## src/rtl/muldiv_ctrl.sv

```systemverilog
// Iterative multiply/divide sequencer owning the HI/LO pair.
// Radix-2 shift-add multiply and restoring divide, 34 cycles start to done.
module muldiv_ctrl #(
  parameter int WIDTH = 32
) (
  input  logic             clk,
  input  logic             rst_n,
  input  logic             start,
  input  logic [1:0]       op,
  input  logic [WIDTH-1:0] a,
  input  logic [WIDTH-1:0] b,
  input  logic             flush,
  input  logic             hi_we,
  input  logic             lo_we,
  input  logic [WIDTH-1:0] wdata,
  output logic             busy,
  output logic             done,
  output logic [WIDTH-1:0] hi,
  output logic [WIDTH-1:0] lo
);

  typedef enum logic [1:0] {IDLE, RUN, FIX, DONE} state_t;

  state_t             state_reg;
  logic [1:0]         op_reg;
  logic [WIDTH-1:0]   abs_a_reg, abs_b_reg, raw_a_reg;
  logic               sign_a_reg, sign_b_reg, bzero_reg;
  logic [5:0]         cnt_reg;
  logic [2*WIDTH-1:0] acc_reg;
  logic               busy_reg, done_reg;
  logic [WIDTH-1:0]   hi_reg, lo_reg;

  // Operand conditioning for the start edge; op[0]=1 means unsigned.
  logic             in_sign_a, in_sign_b;
  logic [WIDTH-1:0] in_abs_a, in_abs_b;

  always_comb begin
    in_sign_a = a[WIDTH-1] & ~op[0];
    in_sign_b = b[WIDTH-1] & ~op[0];
    in_abs_a  = in_sign_a ? (~a + 1'b1) : a;
    in_abs_b  = in_sign_b ? (~b + 1'b1) : b;
  end

  // One multiply step: conditional add into P_hi with carry, then shift right.
  logic [WIDTH:0]     add_sum;
  logic [2*WIDTH-1:0] mul_next;

  always_comb begin
    add_sum  = {1'b0, acc_reg[2*WIDTH-1:WIDTH]} +
               (acc_reg[0] ? {1'b0, abs_a_reg} : {(WIDTH+1){1'b0}});
    mul_next = {add_sum, acc_reg[WIDTH-1:1]};
  end

  // One restoring divide step on {R, Q}; the extra diff bit acts as borrow.
  logic [WIDTH:0]     r_shift;
  logic [WIDTH+1:0]   diff;
  logic               diff_neg;
  logic [2*WIDTH-1:0] div_next;

  always_comb begin
    r_shift  = {acc_reg[2*WIDTH-1:WIDTH], acc_reg[WIDTH-1]};
    diff     = {1'b0, r_shift} - {2'b00, abs_b_reg};
    diff_neg = diff[WIDTH+1];
    div_next = {(diff_neg ? r_shift[WIDTH-1:0] : diff[WIDTH-1:0]),
                acc_reg[WIDTH-2:0], ~diff_neg};
  end

  // Sign correction and result selection used on the FIX -> DONE edge.
  logic [2*WIDTH-1:0] prod_fix;
  logic [WIDTH-1:0]   quot_fix, rem_fix, fix_hi, fix_lo;

  always_comb begin
    prod_fix = (sign_a_reg ^ sign_b_reg) ? (~acc_reg + 1'b1) : acc_reg;
    quot_fix = (sign_a_reg ^ sign_b_reg) ? (~acc_reg[WIDTH-1:0] + 1'b1)
                                         : acc_reg[WIDTH-1:0];
    rem_fix  = sign_a_reg ? (~acc_reg[2*WIDTH-1:WIDTH] + 1'b1)
                          : acc_reg[2*WIDTH-1:WIDTH];
    if (!op_reg[1]) begin
      fix_hi = prod_fix[2*WIDTH-1:WIDTH];
      fix_lo = prod_fix[WIDTH-1:0];
    end else if (bzero_reg) begin
      fix_hi = raw_a_reg;
      fix_lo = {WIDTH{1'b1}};
    end else begin
      fix_hi = rem_fix;
      fix_lo = quot_fix;
    end
  end

  always_ff @(posedge clk or negedge rst_n) begin
    if (!rst_n) begin
      state_reg  <= IDLE;
      op_reg     <= 2'b00;
      abs_a_reg  <= '0;
      abs_b_reg  <= '0;
      raw_a_reg  <= '0;
      sign_a_reg <= 1'b0;
      sign_b_reg <= 1'b0;
      bzero_reg  <= 1'b0;
      cnt_reg    <= 6'd0;
      acc_reg    <= '0;
      busy_reg   <= 1'b0;
      done_reg   <= 1'b0;
      hi_reg     <= '0;
      lo_reg     <= '0;
    end else begin
      done_reg <= 1'b0;
      case (state_reg)
        IDLE: begin
          if (hi_we) hi_reg <= wdata;
          if (lo_we) lo_reg <= wdata;
          if (start && !flush) begin
            state_reg  <= RUN;
            busy_reg   <= 1'b1;
            op_reg     <= op;
            abs_a_reg  <= in_abs_a;
            abs_b_reg  <= in_abs_b;
            raw_a_reg  <= a;
            sign_a_reg <= in_sign_a;
            sign_b_reg <= in_sign_b;
            bzero_reg  <= (b == '0);
            cnt_reg    <= 6'd0;
            // Multiply starts with the multiplier in P_lo, divide with the dividend in Q.
            acc_reg    <= {{WIDTH{1'b0}}, (op[1] ? in_abs_a : in_abs_b)};
          end
        end
        RUN: begin
          if (flush) begin
            state_reg <= IDLE;
            busy_reg  <= 1'b0;
          end else begin
            acc_reg <= op_reg[1] ? div_next : mul_next;
            cnt_reg <= cnt_reg + 6'd1;
            if (cnt_reg == 6'(WIDTH - 1)) state_reg <= FIX;
          end
        end
        FIX: begin
          if (flush) begin
            state_reg <= IDLE;
            busy_reg  <= 1'b0;
          end else begin
            hi_reg    <= fix_hi;
            lo_reg    <= fix_lo;
            done_reg  <= 1'b1;
            state_reg <= DONE;
          end
        end
        default: begin
          state_reg <= IDLE;
          busy_reg  <= 1'b0;
        end
      endcase
    end
  end

  assign busy = busy_reg;
  assign done = done_reg;
  assign hi   = hi_reg;
  assign lo   = lo_reg;

endmodule

```

## config.mk

```make
export PLATFORM = sky130hd
export DESIGN_NAME = muldiv_ctrl
export DESIGN_NICKNAME = d
export VERILOG_FILES = /design/src/rtl/muldiv_ctrl.sv
export SDC_FILE = /design/constraint.sdc
export NUM_CORES = 1
export LEC_CHECK = 0
export ABC_AREA = 1
export BUFFER_PORTS_ARGS = -buffer_cell sky130_fd_sc_hd__buf_2
export CAP_MARGIN = 20
export CELL_PAD_IN_SITES_DETAIL_PLACEMENT = 0
export CELL_PAD_IN_SITES_GLOBAL_PLACEMENT = 2
export CORE_UTILIZATION = 35
export DETAILED_ROUTE_END_ITERATION = 12
export GPL_ROUTABILITY_DRIVEN = 0
export PLACE_DENSITY_LB_ADDON = 0.1
export RECOVER_POWER = 100
export SYNTH_ARGS = -nofsm -noshare
export SYNTH_HDL_FRONTEND = slang
export SYNTH_SLANG_ARGS = --single-unit
```

## constraint.sdc

```tcl
create_clock -name clk -period 4 [get_ports clk]
set_input_delay 0.4 -clock clk [delete_from_list [all_inputs] [get_ports clk]]
set_output_delay 0.4 -clock clk [all_outputs]
set_load 0.01 [all_outputs]
```

==> out/results.ini, run 1 <==
[yosys]
syn_area_um2 = 21400
synth_top_area_share_pct = 27.7
syn_inst = 3603
synth-edff-count = 0
synth_area_leaders = dfrtp_1 (28%), nand2_1 (19%), nor2_1 (8.7%)
synth_flop_cell = dfrtp_1
synth_seq_cells = 237
ys_types = 53
synth_nets = 3782
ys_warn_count = 0
synth-seq-area-share_pct = 27.7
synth_area_per_cell_um2 = 5.94
synthArstFlopShare_pct = 100
synth_top_cell_by_area = dfrtp_1

[floorplanning]
die_h_um = 249
core_um2 = 60400
io_pins = 170
dieWidth_um = 249
start_util_pct = 35.4
rows = 90
die-area_um2 = 62100

[sta]
timing.setup.tns_ps = 0
skew_ps = 41.3
rsz0062_at_grt = false
worst_pin_slew_ps = 2160
maxSlewViolCount = 218
fmax_ghz = 0.283
period_needed_ps = 3530
hold_violations = 0
finalSetupViolCount = 0
fin_crit_sh_pct = 88.3
maxSlewHeadroom_pct = -43.8

[run]
maxCapViolCount = 3

[routing]
route.vias.total = 24500
vias_per_cell = 5.44
route.detailed.drc = 0
wire_per_inst_um = 23.0
drtIter0Drc = 2781
ant_nets = 0
drt-total-wl_mm = 104
first_pass_iters = 8

[pwr]
ir_drop_v = 0.000365
leakage_nw = 12.1
power.density_nw_per_um2 = 855
total_power_w = 0.0204

[critical_path]
cp.required_ps = 4540
worstSetupEndpointType = register
cp_slowest_cell = inv_1
crit_chain = buf_4, nand2_1, nand2_2, inv_1, clkbuf_1, nand2_1, nand4_1, nor2_1, o21ai_0, nand2_1, a21oi_1
slowest_delay_ps = 790
cp.arrival_ps = 4070
cpMostUsedCell = nand2_1
crit_fanout = 31
startpoint_type = register
critical_path_class = reg -> reg

[layout]
fill_cells = 6827
nNetsFinal = 3873
largest_reg_flops = 64
area_growth_pct = 11.5
layout-drive-gt1-share_pct = 5.92
layout_common_cells = nand2_1 (1077), nor2_1 (499), inv_1 (424)
layout_commonest_cell = nand2_1

[clocking]
clk_latency_ps = 620
ctsLongestPathBuffers = 3
clk_pin_slew_ps = 60
cts_setup_buffers = 0
htreeDepth = 1
numCtsBuffers = 30
cts_tree = done
clock-root-buffer = clkbuf_16
cts_sinks = 237

[status]
status = finished, violations left
violations = max-capacitance violations, max-slew violations

[grt]
grt_usage_pct = 32.7
grt_max_degree = 105
antenna_found_initial = 2
grt_pass1_wl_mm = 153
overflow = 0
grt_pass1_vias = 22800

[placed_design]
hpwl_mm = 83.3
port_buffers = 169

[min_path]
hp-class = in -> reg

-- critical path, delay by kind of cell, from the launching register on --
kind,cells,cell delay [ps]
DFF,1,380
and+or+nand+nor,6,790
AOI/OAI and AO/OA,2,540
buffers and inverters,3,1730
-- cells in the mapped netlist, types with 2 or more instances --
library cell and n:
a21o_1 2, a21oi_1 268, a21oi_2 2, a22oi_1 11, a31oi_1 9, and2_1 4, buf_1 20, buf_2 30
buf_4 2, buf_6 2, clkbuf_1 87, clkbuf_2 2, clkinv_1 2, dfrtp_1 237, fa_1 2, ha_1 73
inv_1 421, inv_2 7, nand2_1 1072, nand2_2 11, nand2_4 4, nand3_1 309, nand3b_1 21, nand4_1 41
nor2_1 498, nor2_2 9, nor3_1 25, nor3b_1 2, o211ai_1 17, o21a_1 13, o21ai_0 286, o21ai_1 12
o21ai_2 2, o21bai_1 6, o22ai_1 2, o31ai_1 7, or2_1 2, or2_2 3, xnor2_1 12, xor2_1 55
-- power by group --
group	switching, W	total (W)	leakage, nW	internal [W]
Sequential	0.00137	0.00485	2.84	0.00348
Clock	0.00122	0.00293	0.514	0.00171
Combinational	0.00893	0.0126	8.74	0.00369
Total	0.0115	0.0204	12.1	0.00888
-- routing by layer --
metal	share of wire (%)	GRT usage, %	up-vias
li1	-	-	11800
met1	46	48.1	11500
met2	42	48.4	1058
met3	7.9	4.56	140
met4	3.7	11.8	2
met5	0.0068	0	-
-- cell type report --
cell class	count	area, um2	share of cell area, %
Clock buffer	37	817	3.43
Timing Repair Buffer	203	1080	4.53
Multi-Input combinational cell	2791	13200	55.3
Inverter	431	1620	6.79
Sequential cell	237	5930	24.9
Tap cell	782	978	4.10
Clock inverter	18	228	0.955
Antenna cell	2	5.00	0.0210
-- final timing paths --
| kind | start | endpoint | slack, ps | depth (start not counted) |
|---|---|---|---|---|
| setup reg to reg | sign_a_reg$_DFFE_PN0P_ | hi[6]$_DFFE_PN0P_ | 470 | 11 |
| hold / removal | flush | done$_DFF_PN0_ | 30 | 2 |
| max in group asynchronous | rst_n | op_reg[1]$_DFFE_PN0P_ | 1570 | 2 |
| setup / recovery | sign_a_reg$_DFFE_PN0P_ | hi[6]$_DFFE_PN0P_ | 470 | 11 |
| hold reg to reg | abs_a_reg[6]$_DFFE_PN0P_ | abs_a_reg[6]$_DFFE_PN0P_ | 480 | 2 |
| min in group asynchronous | rst_n | acc_reg[57]$_DFFE_PN0P_ | 950 | 2 |
-- cells by family after synthesis --
group / share of synthesized area [%]
and+or+nand+nor: 38.7
xor gates and xnor gates: 2.74
DFF: 27.7
adders and majority gates: 4.46
AOI/OAI and AO/OA: 15.9
buffers and inverters: 10.4
-- per-stage QoR --
| stage | hold WS [ps] | util, % | worst slack [ps] | area, um2 | cells |
|---|---|---|---|---|---|
| finish | 28.8 | 39.5 | 469 | 23900 | 4501 |
| global route | 33.4 | 39.5 | 306 | 23800 | 4499 |
| CTS | 7.65 | 39.7 | 869 | 24000 | 4498 |
| detailed placement | 416 | 38.0 | 909 | 22900 | 4442 |
| global placement | 413 | 37.9 | 833 | 22900 | 4441 |
| floorplan | 104 | - | 1450 | 21400 | 3603 |
-- repair_timing --
action	in CTS	in global routing
endpoints found under the hold margin	73	0
gates resized for setup	0	0
endpoints found under the setup margin	0	0
hold buffers	1	0
Power figures use the tool's default switching activity.
==> run 2, diff against run 1 <==
--- a/config.mk
+++ b/config.mk
@@ -14,7 +14,7 @@
 export DETAILED_ROUTE_END_ITERATION = 12
 export GPL_ROUTABILITY_DRIVEN = 0
 export PLACE_DENSITY_LB_ADDON = 0.1
-export RECOVER_POWER = 100
+export RECOVER_POWER = 25
 export SYNTH_ARGS = -nofsm -noshare
 export SYNTH_HDL_FRONTEND = slang
 export SYNTH_SLANG_ARGS = --single-unit
==> run 2 against run 1 <==
  * The run still ends with max-capacitance violations, max-slew violations left
  * Final area increased by 0.57%
  * Clock skew decreased by 4.7 ps
  * Die area unchanged
  * Utilization increased by 0.23 points
  * Hold slack improved by 1.8 ps
  * Setup slack improved by 280 ps
  * Total power increased by 0.55%
  * Register-to-register slack improved by 280 ps
  * Combinational power about the same
  * Fmax increased by 8.7%
  * Cell count about the same
  * Critical path type unchanged
  * Highest routed layer unchanged
==> out/results.ini, run 2 (same netlist as run 1, synthesis figures left out) <==
[critical_path]
critical_path_class = reg -> reg
cp.required_ps = 4480
worstSetupEndpointType = register
crit_fanout = 32
cp.arrival_ps = 3730
startpoint_type = register

[routing]
ant_nets = 0
wire_per_inst_um = 23.0
route.vias.total = 24400
route.detailed.drc = 0
first_pass_iters = 8
vias_per_cell = 5.43
drt-total-wl_mm = 103
drtIter0Drc = 2733

[grt]
overflow = 0
grt_pass1_vias = 22800
grt_usage_pct = 32.7
grt_pass1_wl_mm = 153
grt_max_degree = 105
antenna_found_initial = 2

[pwr]
ir_drop_v = 0.000363
leakage_nw = 12.3
power.density_nw_per_um2 = 855

[placed_design]
hpwl_mm = 83.3
port_buffers = 169
placed_area_um2 = 22900
pre_cts_ws_ps = 909

[sta]
worst_pin_slew_ps = 2150
period_needed_ps = 3250
finalSetupViolCount = 0
fmax_ghz = 0.308
timing.setup.tns_ps = 0
maxSlewViolCount = 74
rsz0062_at_grt = false
maxSlewHeadroom_pct = -43.3
hold_violations = 0
fin_crit_sh_pct = 81.2
fin_ws_ps = 752
skew_ps = 36.7

[clocking]
clk_pin_slew_ps = 60
ctsLongestPathBuffers = 3
cts_sinks = 237
clk_latency_ps = 620
cts_tree = done
numCtsBuffers = 30
htreeDepth = 1
cts_resized = 0
clock-root-buffer = clkbuf_16

[floorplanning]
die_h_um = 249
rows = 90
dieWidth_um = 249
die-area_um2 = 62100
io_pins = 170
core_um2 = 60400
start_util_pct = 35.4

[layout]
layout-drive-gt1-share_pct = 8.18
area_growth_pct = 12.2
nNetsFinal = 3873
layout_commonest_cell = nand2_1
final_area_um2 = 24000
layout_common_cells = nand2_1 (1072), nor2_1 (496), inv_1 (419)
largest_reg_flops = 64

[status]
violations = max-capacitance violations, max-slew violations
status = finished, violations left

[min_path]
hp-class = in -> reg

[run]
maxCapViolCount = 1

[run 2: cell count changes in the layout (fill, tap and decap cells not counted), sizes merged]
cell,previous run,this run
buf,132,201
inv,429,430
clkinv,14,13
diode,2,1
clkbuf,107,38
[run 2: through the flow]
stage / hold slack (ps) / power [W] / cells / util, %
6_report: 30.6 / 0.0205 / 4500 / 39.7
5_1_grt: 33.4 / 0.0220 / 4499 / 39.7
4_1_cts: 7.65 / 0.0202 / 4498 / 39.7
3_5_place_dp: 416 / 0.0172 / 4442 / 38.0
3_3_place_gp: 413 / 0.0172 / 4441 / 37.9
2_1_floorplan: 104 / 0.0126 / 3603 / -
[run 2: routing by layer]
metal	up-vias	GRT usage [%]	wire length (um)	share of wire [%]
met1	11500	48.1	47900	46
met5	-	0	7	0.0068
met3	143	4.56	8140	7.9
li1	11800	-	-	-
met2	1044	48.4	43400	42
met4	2	11.8	3960	3.8
[run 2: path summary, 6_finish.rpt]
check / from / end / slack, ps / depth (start not counted)
setup / recovery: acc_reg[38]$_DFFE_PN0P_ / acc_reg[48]$_DFFE_PN0P_ / 750 / 12
hold / removal: flush / done$_DFF_PN0_ / 30 / 2
setup reg to reg: acc_reg[38]$_DFFE_PN0P_ / acc_reg[48]$_DFFE_PN0P_ / 750 / 12
hold reg to reg: abs_a_reg[6]$_DFFE_PN0P_ / abs_a_reg[6]$_DFFE_PN0P_ / 480 / 2
max in group asynchronous: rst_n / op_reg[1]$_DFFE_PN0P_ / 1580 / 2
min in group asynchronous: rst_n / acc_reg[57]$_DFFE_PN0P_ / 950 / 2
[run 2: final cells by class]
class,count,area (um2)
clock buffer,37,817
inverter,431,1620
tap,782,978
clock inverter,18,228
antenna,1,2.50
fill,6793,36400
sequential,237,5930
multi-input combinational,2791,13200
timing repair buffer,203,1170
[run 2: worst max-delay path: stages, from the launching register on]
cell and delay (ps):
dfrtp_1 530, ha_1 430, nand2_1 110, o21ai_0 350, inv_1 130, nand2_4 130
nand2_4 60, nand2_2 90, nand2_2 60, nand2_2 620, nand3_1 340, nand3_1 180
nand2_1 60
[run 2: what timing repair did]
| item | CTS | global route |
|---|---|---|
| endpoints found under the hold margin | 73 | 0 |
| endpoints found under the setup margin | 0 | 0 |
| hold buffers | 1 | 0 |
| setup buffers | 0 | 0 |
[run 2: power breakdown]
part	leakage [nW]	total, W	internal [W]	switching (W)
Clock	0.514	0.00293	0.00171	0.00121
Sequential	2.84	0.00484	0.00348	0.00136
Combinational	8.90	0.0127	0.00380	0.00894
Total	12.3	0.0205	0.00899	0.0115
==> run 3, diff against run 2 <==
--- a/config.mk
+++ b/config.mk
@@ -5,12 +5,12 @@
 export SDC_FILE = /design/constraint.sdc
 export NUM_CORES = 1
 export LEC_CHECK = 0
-export ABC_AREA = 1
+export ABC_AREA = 0
 export BUFFER_PORTS_ARGS = -buffer_cell sky130_fd_sc_hd__buf_2
 export CAP_MARGIN = 20
 export CELL_PAD_IN_SITES_DETAIL_PLACEMENT = 0
 export CELL_PAD_IN_SITES_GLOBAL_PLACEMENT = 2
-export CORE_UTILIZATION = 35
+export CORE_UTILIZATION = 36
 export DETAILED_ROUTE_END_ITERATION = 12
 export GPL_ROUTABILITY_DRIVEN = 0
 export PLACE_DENSITY_LB_ADDON = 0.1
==> constraint.sdc (replaced) <==
create_clock -name clk -period 3 [get_ports clk]
set_input_delay 0.3 -clock clk [delete_from_list [all_inputs] [get_ports clk]]
set_output_delay 0.3 -clock clk [all_outputs]
set_load 0.01 [all_outputs]
==> run 3 against run 2 <==
  * The run ends with max-capacitance violations, max-slew violations, negative setup slack left
  * Total power is 57% higher
  * Cell count down 25%
  * Combinational power grew 76%
  * Highest routed layer is now met4
  * Register-to-register slack lost 770 ps
  * Hold slack got worse by 16 ps
  * Largest cell class unchanged
  * Critical path type unchanged
==> out/results.ini, run 3 <==
[yosys]
synth-seq-area-share_pct = 32.6
synth_top_family_by_area = compound AO/OA/AOI/OAI gates
synth-edff-count = 0
ys_types = 81
yosys.area_share.simple_pct = 20.3
synth_top_cell_by_area = dfrtp_1
synth_nets = 2489
synth_top_area_share_pct = 32.6
synth_most_common_cell = nand2_1
synth_area_leaders = dfrtp_1 (33%), nand2_1 (7.1%), o21ai_0 (7.0%)
synthAdderAreaFrac_pct = 5.25
ys_warn_count = 0
syn_area_um2 = 18200
synth_area_per_cell_um2 = 7.87
synthMuxAreaShare_pct = 3.68
netlist_top_cells_count = nand2_1 (346), o21ai_0 (255), dfrtp_1 (237)
synth_xor_area_share_pct = 8.82
syn_inst = 2310
synth_compound_area_share_pct = 24.5
synth_flop_cell = dfrtp_1
synth_seq_cells = 237
synthArstFlopShare_pct = 100

[placed_design]
placed_area_um2 = 21700
hpwl_mm = 58.8
port_buffers = 169
dp.cells = 3273

[layout]
layout_common_cells = nand2_1 (345), buf_4 (293), o21ai_0 (238)
area_growth_pct = 30.3
final_area_um2 = 23700
fill_cells = 4999
fin_util_pct = 48.0
finalNonFillerCells = 3359
nNetsFinal = 2857
layout-drive-gt1-share_pct = 25.0
largest_reg_flops = 64
layout_commonest_cell = nand2_1
antenna_cells = 0

[critical_path]
cp.required_ps = 3460
ff2ff_path_depth = 14
crit_fanout = 7
critical_path_class = reg -> reg
worstSetupEndpointType = register
startpoint_type = register
cp.arrival_ps = 3470

[min_path]
hp-class = in -> reg
hold_depth = 3

[floorplanning]
core_um2 = 49400
io_pins = 170
start_util_pct = 36.8
dieWidth_um = 227
die_h_um = 227
die-area_um2 = 51400
rows = 81

[routing]
route.detailed.drc = 0
ant_nets = 0
drt-total-wl_mm = 76.8
wire_per_inst_um = 22.9
vias_per_cell = 5.65
drtIter0Drc = 1384
route.vias.total = 19000
first_pass_iters = 5

[clocking]
clk_latency_ps = 580
htreeDepth = 1
numCtsBuffers = 29
ctsLongestPathBuffers = 3
cts_sinks = 237
clk_pin_slew_ps = 60
cts_tree = done
clock-root-buffer = clkbuf_16

[grt]
antenna_found_initial = 0
grt_pass1_vias = 18500
grt_max_degree = 136
grt_pass1_wl_mm = 114
overflow = 0
grt_usage_pct = 29.4

[sta]
fmax_ghz = 0.332
maxSlewViolCount = 67
period_needed_ps = 3020
skew_ps = 9.89
fin_crit_sh_pct = 101
maxSlewHeadroom_pct = -33.0
worst_pin_slew_ps = 2000
finalSetupViolCount = 1
fin_ws_ps = -16.4
rsz0062_at_grt = true
timing.setup.tns_ps = -16.4
hold_violations = 0

[pwr]
power.density_nw_per_um2 = 1360
leakage_nw = 10.7
ir_drop_v = 0.000580

[status]
status = finished, violations left
violations = max-capacitance violations, max-slew violations, negative setup slack

[run]
maxCapViolCount = 1

[run 3: logic make-up (layout without fill, tap and decap cells)]
family                   Yosys count  after routing
AO/OA/AOI/OAI                    727            727
XOR/XNOR                         183            183
adder cells (fa/ha/maj)           75             75
buffers and inverters            229            614
flip-flops                       237            237
multiplexers                      64             64
AND/OR/NAND/NOR                  795            795
[run 3: worst paths after layout]
check,from,slack [ps],end
worst max-delay path,abs_b_reg[4]$_DFFE_PN0P_,-20,acc_reg[55]$_DFFE_PN0P_
worst min-delay path,a[25],20,raw_a_reg[25]$_DFFE_PN0P_
worst max register to register,abs_b_reg[4]$_DFFE_PN0P_,-20,acc_reg[55]$_DFFE_PN0P_
worst min register to register,abs_a_reg[21]$_DFFE_PN0P_,470,abs_a_reg[21]$_DFFE_PN0P_
max in group asynchronous,rst_n,360,acc_reg[44]$_DFFE_PN0P_
min in group asynchronous,rst_n,800,acc_reg[58]$_DFFE_PN0P_
[run 3: per-stage QoR]
step / setup slack [ps] / power [W] / hold slack, ps
after floorplan: -13.2 / 0.0182 / 4.41
after global placement: -255 / 0.0261 / 302
after detailed placement: -343 / 0.0263 / 302
after CTS: -21.2 / 0.0307 / 3.44
after global routing: -111 / 0.0345 / 24.8
final: -16.4 / 0.0322 / 15.0
[run 3: what timing repair did]
item / CTS / global route
gates cloned: 0 / 3
gates resized for setup: 41 / 90
setup buffers: 3 / 12
hold endpoints to repair: 80 / 0
pin swaps: 10 / 30
setup endpoints to repair: 40 / 48
hold buffers: 19 / 0
[run 3: power breakdown]
group | total, W | switching [W] | internal (W)
combinational | 0.0223 | 0.0126 | 0.00967
sequential | 0.00603 | 0.00123 | 0.00480
clock | 0.00388 | 0.00147 | 0.00241
total | 0.0322 | 0.0153 | 0.0169
[run 3: layout make-up]
| class | instances | area, um2 | share of cell area (%) |
|---|---|---|---|
| clock buffer | 39 | 823 | 3.48 |
| clock inverter | 9 | 195 | 0.824 |
| inverter | 65 | 244 | 1.03 |
| multi-input combinational | 1844 | 12100 | 51.0 |
| sequential | 237 | 5940 | 25.1 |
| tap | 664 | 831 | 3.51 |
| timing repair buffer | 501 | 3580 | 15.1 |
[run 3: critical path, stage by stage, from the launching register on]
cell     delay, ps
dfrtp_1        370
inv_2           80
ha_4           210
a21o_1         220
buf_6          130
a211o_1        290
o211a_4        270
o21ai_4        220
o31ai_4        100
a41oi_4        170
buf_12         160
buf_12         140
mux2i_1        200
nor2_1          80
a221o_1        270
[run 3: layer usage]
metal	GRT usage [%]	vias to the layer above	share of wire [%]	routed length [um]
li1	-	8979	-	-
met1	41.0	9339	46	35000
met2	48.4	559	47	36000
met3	2.68	96	5.0	3820
met4	7.48	0	2.5	1920
met5	0	-	0	0
